**config.mk**
```make
export PLATFORM = sky130hd
export DESIGN_NAME = bp_be_wb_merge
export DESIGN_NICKNAME = d
export VERILOG_FILES = /design/src/rtl/bp_be_wb_merge.sv
export SDC_FILE = /design/constraint.sdc
export NUM_CORES = 2
export LEC_CHECK = 0
export CORE_AREA = 3 3 287 289
export DETAILED_ROUTE_END_ITERATION = 12
export DIE_AREA = 0 0 290 292
export PLACE_DENSITY = 0.77
export SLEW_MARGIN = 25
export SYNTH_ARGS = -nofsm -noshare
export SYNTH_HDL_FRONTEND = slang
export SYNTH_SLANG_ARGS = --single-unit
```
**constraint.sdc**
```tcl
create_clock -name clk_i -period 17 [get_ports clk_i]
set_input_delay 2.55 -clock clk_i [delete_from_list [all_inputs] [get_ports clk_i]]
set_output_delay 2.55 -clock clk_i [all_outputs]
set_load 0.02 [all_outputs]
```
**src/rtl/bp_be_wb_merge.sv**
```systemverilog
// Writeback merge buffer: collects register writebacks from several pipes in age order and
// drains up to two per cycle onto the register file. Optional counters: BP_BE_WB_MERGE_STATS_EN.
module bp_be_wb_merge #(
    parameter int reg_addr_width_gp = 5,
    parameter int data_width_p      = 64,
    parameter int sources_p         = 4,
    parameter int els_p             = 8,
    parameter bit zero_x0_p         = 1'b1
) (
    input  logic                                   clk_i,
    input  logic                                   reset_i,
    input  logic [sources_p-1:0]                   src_v_i,
    input  logic [sources_p*reg_addr_width_gp-1:0] src_addr_i,
    input  logic [sources_p*data_width_p-1:0]      src_data_i,
    output logic [sources_p-1:0]                   src_ready_o,
    output logic [1:0]                             rd_w_v_o,
    output logic [2*reg_addr_width_gp-1:0]         rd_addr_o,
    output logic [2*data_width_p-1:0]              rd_data_o,
    output logic                                   empty_o,
    output logic [$clog2(els_p+1)-1:0]             count_o
`ifdef BP_BE_WB_MERGE_STATS_EN
    ,
    output logic [31:0]                            stat_writes_o,
    output logic [31:0]                            stat_waw_drops_o,
    output logic [31:0]                            stat_stall_o
`endif
);

    localparam int AW = reg_addr_width_gp;
    localparam int DW = data_width_p;
    localparam int PW = $clog2(els_p);
    localparam int CW = $clog2(els_p+1);

    logic [AW-1:0] r_mem_addr [els_p];
    logic [DW-1:0] r_mem_data [els_p];
    logic [PW-1:0] r_head;
    logic [PW-1:0] r_tail;
    logic [CW-1:0] r_count;

    logic [CW-1:0]        w_free;
    logic [CW-1:0]        w_nv;
    logic [CW-1:0]        w_ne;
    logic [sources_p-1:0] w_ready;
    logic [sources_p-1:0] w_store;
    logic [PW-1:0]        w_wr_idx [sources_p];
    logic [PW-1:0]        w_head1;
    logic                 w_v0;
    logic                 w_v1;
    logic                 w_waw;
    logic [CW-1:0]        w_deq;

    // Ready only looks at older sources, so x0 writes still count against free space here.
    always_comb begin
        w_free = CW'(els_p) - r_count;
        w_nv   = {CW{1'b0}};
        w_ne   = {CW{1'b0}};
        for (int i = 0; i < sources_p; i++) begin
            w_ready[i]  = (w_nv < w_free);
            w_store[i]  = src_v_i[i] & w_ready[i]
                        & ~(zero_x0_p & (src_addr_i[i*AW +: AW] == {AW{1'b0}}));
            w_wr_idx[i] = r_tail + w_ne[PW-1:0];
            w_nv        = w_nv + CW'(src_v_i[i]);
            w_ne        = w_ne + CW'(w_store[i]);
        end
    end

    assign w_head1 = r_head + PW'(1'b1);
    assign w_v0    = (r_count != {CW{1'b0}});
    assign w_v1    = (r_count >= CW'(2'd2));
    assign w_waw   = w_v0 & w_v1 & (r_mem_addr[r_head] == r_mem_addr[w_head1]);
    assign w_deq   = CW'({w_v1, w_v0 & ~w_v1});

    assign src_ready_o = w_ready;
    assign rd_w_v_o    = {w_v1, w_v0 & ~w_waw} & {2{~reset_i}};
    assign rd_addr_o   = {r_mem_addr[w_head1], r_mem_addr[r_head]};
    assign rd_data_o   = {r_mem_data[w_head1], r_mem_data[r_head]};
    assign empty_o     = (r_count == {CW{1'b0}});
    assign count_o     = r_count;

    // Pointer and occupancy update; drained entries always pop because the register file never stalls.
    always_ff @(posedge clk_i) begin
        if (reset_i) begin
            r_head  <= {PW{1'b0}};
            r_tail  <= {PW{1'b0}};
            r_count <= {CW{1'b0}};
        end else begin
            r_head  <= r_head + w_deq[PW-1:0];
            r_tail  <= r_tail + w_ne[PW-1:0];
            r_count <= r_count - w_deq + w_ne;
        end
    end

    // Entry storage; contents are only meaningful between head and tail.
    always_ff @(posedge clk_i) begin
        for (int i = 0; i < sources_p; i++) begin
            if (w_store[i]) begin
                r_mem_addr[w_wr_idx[i]] <= src_addr_i[i*AW +: AW];
                r_mem_data[w_wr_idx[i]] <= src_data_i[i*DW +: DW];
            end
        end
    end

`ifdef BP_BE_WB_MERGE_STATS_EN
    logic [31:0] r_stat_writes;
    logic [31:0] r_stat_waw;
    logic [31:0] r_stat_stall;
    logic [31:0] w_wr_inc;

    assign w_wr_inc = 32'(rd_w_v_o[0]) + 32'(rd_w_v_o[1]);

    // Saturating event counters.
    always_ff @(posedge clk_i) begin
        if (reset_i) begin
            r_stat_writes <= 32'd0;
            r_stat_waw    <= 32'd0;
            r_stat_stall  <= 32'd0;
        end else begin
            if (r_stat_writes > (32'hFFFF_FFFF - w_wr_inc)) begin
                r_stat_writes <= 32'hFFFF_FFFF;
            end else begin
                r_stat_writes <= r_stat_writes + w_wr_inc;
            end
            if (w_waw && (r_stat_waw != 32'hFFFF_FFFF)) begin
                r_stat_waw <= r_stat_waw + 32'd1;
            end
            if ((|(src_v_i & ~w_ready)) && (r_stat_stall != 32'hFFFF_FFFF)) begin
                r_stat_stall <= r_stat_stall + 32'd1;
            end
        end
    end

    assign stat_writes_o    = r_stat_writes;
    assign stat_waw_drops_o = r_stat_waw;
    assign stat_stall_o     = r_stat_stall;
`endif

endmodule
```
Word level (Yosys, flattened, before mapping)
Memory sizes are Yosys's and may differ from the RTL's. A register that Yosys moved wholly into a read port is not among the register bits. Index checks and enable logic that the tools add are counted.

Bitwise logic cells: 20. Add/subtract/negate cells: 14. Equality and inequality tests: 1. Reduce and logical (&&, ||, !) cells: 6. Magnitude comparators: 5. Muxes and demuxes: 10.

Operators by type and width (count): 5-bit logical NOT (4); 1-bit AND (12); 1-bit 2-to-1 mux (8); 1-bit NOT (7); 2-bit by 1-bit adder with 3-bit output (2); 3-bit by 2-bit adder with 3-bit output (2); 3-bit adder (2); 3-bit 2-to-1 mux (2); 5-bit equality test (1); 1-bit by 1-bit adder with 2-bit output (2); 3-bit by 1-bit adder with 4-bit output (1); 4-bit adder (1); 4-bit by 2-bit greater-or-equal comparator with 1-bit output (second input constant) (1); 4-bit logical NOT (1); 1-bit by 4-bit less-than comparator with 1-bit output (1); 1-bit by 4-bit less-than comparator with 1-bit output (first input constant) (1); 2-bit by 4-bit less-than comparator with 1-bit output (1); 3-bit by 4-bit less-than comparator with 1-bit output (1); 4-bit nonzero test (1); 4-bit by 2-bit subtractor with 4-bit output (1); 4-bit subtractor (first input constant) (1); 3-bit by 1-bit adder with 3-bit output (1); 3-bit by 1-bit adder with 3-bit output (second input constant) (1); 2-bit AND (1).

Word-level logic and storage cells: 61. Bits in writable memories: 552. Memories kept: 2. Output and inout bits: 149. Input bits: 282. Flip-flop bits (word level): 10.

Memory list: r_mem_data (depth 8, bits a word 64, rd ports 2, clocked after Yosys merged registers in 1, wr ports 4, RTL line 35) `logic [DW-1:0] r_mem_data [els_p];`; r_mem_addr (depth 8, bits a word 5, rd ports 2, clocked after Yosys merged registers in 1, wr ports 4, RTL line 34) `logic [AW-1:0] r_mem_addr [els_p];`.

Logic depth before layout (Yosys ltp)
Depth after elaboration: 8. Gate-level depth with buffers: 20. Gate-level depth less buffers: 18.

Worst setup path after synthesis
Ideal clock, no wire load.

Path type: input port to flip-flop. From: in src_addr_i[1]. To: mem r_mem_addr[4][0] in the netlist's numbering (enable). Required time: 16399 ps. Path slack: 7882 ps. Library setup time: 601 ps. Path buffers: 1. Arrival: 8517 ps. Cell stages on the path: 7. Cell sequence: clkbuf_1 or4_1 nor2_1 nand3b_1 inv_1 nand2_1 o311ai_1.

RTL lines: start, declared (RTL line 13) `input logic [sources_p*reg_addr_width_gp-1:0] src_addr_i,`; end, declared (RTL line 34).

==> impl_metrics.tcl <==
set metrics [dict create \
    grt_start_max_net_pins 95 \
    routed-via-count 39700 \
    post_drt_via_cell_ratio 7.21 \
    detailed_place_hpwl_mm 99.9 \
    grt_pass1_wl_mm 245 \
    drv_slew 0 \
    post-synth-top-count-cell "sky130_fd_sc_hd__nand2_1" \
    tritoncts "built" \
    cts-htree-levels 3 \
    num-nets-final 4707 \
    dieHeight_um 292 \
    postCtsResizedCells 0 \
    critPathMaxStageDelay_ns 0.85 \
    grt_antenna_before_repair 9 \
    syn_to_final_growth_pct 14.3 \
    crit_required_ns 17.32 \
    synth.ff_latch_count 562 \
    syn_area_mm2 0.0438 \
    timing.critical_path.fanout_max 71 \
    drt_first_iter_violations 5726 \
    drcViolationCount 0 \
    worstMarginPinSlew_ns 1.19 \
    initial_utilization_pct 54.6 \
    grt_setup_unrepaired "false" \
    timing.final.crit_share_pct 51.1 \
    fin_crit_ns 8.68 \
    synth_sequential_area_ratio_pct 38.3 \
    grt.total_usage_pct 37.4 \
    max_cap_violations 0 \
    max-vdd-ir-drop_v 0.000210 \
    cts-buffers-inserted 68 \
    final_util_pct 62.4 \
    clkTransAtPathRegs_ns 0.06 \
    die-area_mm2 0.0847 \
    path_type_of_the_worst_min_delay_path "flop to flop" \
    ys_top_cells_by_area "sky130_fd_sc_hd__edfxtp_1 38%, sky130_fd_sc_hd__mux4_2 14%, sky130_fd_sc_hd__nand2_1 7.7%, sky130_fd_sc_hd__mux2i_1 6.4%, sky130_fd_sc_hd__a221oi_1 4.0%" \
    outcome "finished, final reports clean" \
    cts.root.buffer_cell "sky130_fd_sc_hd__clkbuf_16" \
    postSynthAreaPerCell_um2 10.1 \
    global_route.peak_usage_layer "met2" \
    worstSkewPairLatency_ns 0.62 \
    startpoint_type "input pin" \
    slowest_stage "sky130_fd_sc_hd__buf_4" \
    netlist-cell-type-count 60 \
    timing_worst_setup_path_type "input pin to flop" \
    grt_use_met1_pct 44.6 \
    share_of_synthesized_registers_carrying_an_async_set_or_reset_pct 0 \
    wirelength_routed_mm 164 \
    io_pins 431 \
    ys_warn_count 0 \
    gr-total-overflow 0 \
    die_width_um 290 \
    final.setup.tns_ns 0 \
    maximum_operating_frequency_mhz 115 \
    core_area_mm2 0.0802 \
    crit_path_cell_trace "clkdlybuf4s50_1, ha_1, ha_1, a21o_1, nand2_1, nand2b_1, fa_1, inv_1, ha_1, fa_1, xor2_1, xnor2_1, nor2b_1, nand3_4, buf_4, a21boi_4, buf_4, buf_4, a221oi_1" \
    cp.arrival_ns 9.01 \
    cts_hold_repair.buffers 0 \
    ant_nets 0 \
    global_placer_s_final_weighted_congestion 0.872 \
    postSynthCellCount 4354 \
    synth_enable_flop_cells 552 \
    max-clock-path-buffers 3 \
    pre_antenna_drt_iters 8 \
    synth-main-ff-cell "sky130_fd_sc_hd__edfxtp_1" \
    synth_common_cells "896 x sky130_fd_sc_hd__nand2_1, 552 x sky130_fd_sc_hd__edfxtp_1, 432 x sky130_fd_sc_hd__nor2_1" \
    grt_use_met3_pct 8.92 \
    port-buffer-count 430 \
    finalSetupViolCount 0 \
    global_route_met2_usage_pct 60.7 \
    synth_fp_nets 4670 \
    grt_pass1_vias 39900 \
    kind_of_cell_adding_the_most_delay_to_the_critical_path "buffers and inverters" \
    synthDominantCellAreaShare_pct 37.9 \
    routedWlPerCell_um 29.7 \
    p_leak_nw 18.0 \
    clkSinkCount 562 \
    remaining_max_slew_budget_at_the_tightest_pin_pct 20.4 \
    cts.repair_timing.setup_buffer_count 0 \
    worst-path-buf-inv 5 \
    cellPowerDensity_mw_per_mm2 232 \
    synthDominantAreaCellType "sky130_fd_sc_hd__edfxtp_1" \
    placement_rows 104 \
    layout-drive-gt1-share_pct 15.5 \
    final_hold_viol_count 0 \
    worst_setup_path_end_kind "flop" \
    fin_skew_ns 0.0204 \
]
[layout by cell type (no fill, tap or decap), drive strengths merged, types with 11 or more instances in the layout]
master	Yosys	routed
a211oi	75	75
a221oi	276	276
and3	212	212
buf	230	71
clkbuf	304	88
clkdlybuf4s50	0	430
clkinv	1	29
edfxtp	552	552
ha	25	25
inv	97	102
mux2	71	71
mux2i	281	281
mux4	276	276
nand2	898	898
nand3	11	11
nor2	433	433
nor2b	75	75
o21ai	281	281
o31ai	139	139
xnor2	14	14
[tightest hold or removal path, delay by kind of cell (launching register included)]
family	cells	cell delay, ns
flip-flops	1	0.43
XOR/XNOR	1	0.22
AND/OR/NAND/NOR	1	0.04
[path summary, 6_finish.rpt]
check	from	end	slack, ns	depth (start not counted)
max	src_v_i[1]	r_mem_data[7][0]	8.32	19
min	r_tail[2]	r_tail[2]	0.74	2
max reg2reg	count_o[0]	r_mem_data[7][0]	10.03	20
min reg2reg	r_tail[2]	r_tail[2]	0.74	2
[metrics by stage]
stage | std cells | area (um^2) | hold WS [ns] | setup WS, ns | power [W]
after detailed placement | 5379 | 47900 | 0.717 | 7.92 | 0.00998
after floorplan | 4354 | 43800 | 0.583 | 7.88 | 0.00753
after CTS | 5503 | 50000 | 0.735 | 8.33 | 0.0114
after global placement | 5379 | 47800 | 0.695 | 8.02 | 0.00977
after global routing | 5508 | 50000 | 0.767 | 8.16 | 0.0120
final | 5509 | 50000 | 0.744 | 8.32 | 0.0116
[where the power goes]
part           switching, W  internal [W]  total, W
clock              0.000622      0.000811   0.00143
sequential         0.000375       0.00272   0.00310
combinational       0.00427       0.00279   0.00706
[sequential cells by signal (all words and copies together) (netlist names)]
register,flops
r_tail,3
r_head,3
count_o,4
r_mem_addr,40
r_mem_data,512
[routing by layer]
metal	share of wire (%)	up-vias
met5	0.039	-
met4	6.9	4
met3	13	842
met2	47	3544
met1	33	19100
li1	-	16200
[layout make-up]
class,count,area [um^2]
sequential,562,16800
clock buffer,88,1840
inverter,98,369
timing repair buffer,501,4900
fill,6328,30100
clock inverter,36,265
multi-input combinational,3160,24500
antenna,4,10.0
tap,1060,1330
[logic make-up (layout without fill, tap and decap cells)]
group	count (synthesis)	count (layout)	synth area share, %
compound gates	807	807	14.8
xor+xnor	22	22	0.457
fa+ha+maj	34	34	1.13
buf+inv	632	723	6.47
flops	562	562	38.3
mux	628	628	22.4
other cells	0	4	0
simple gates	1669	1669	16.4
(Power assumes the default switching activity.)
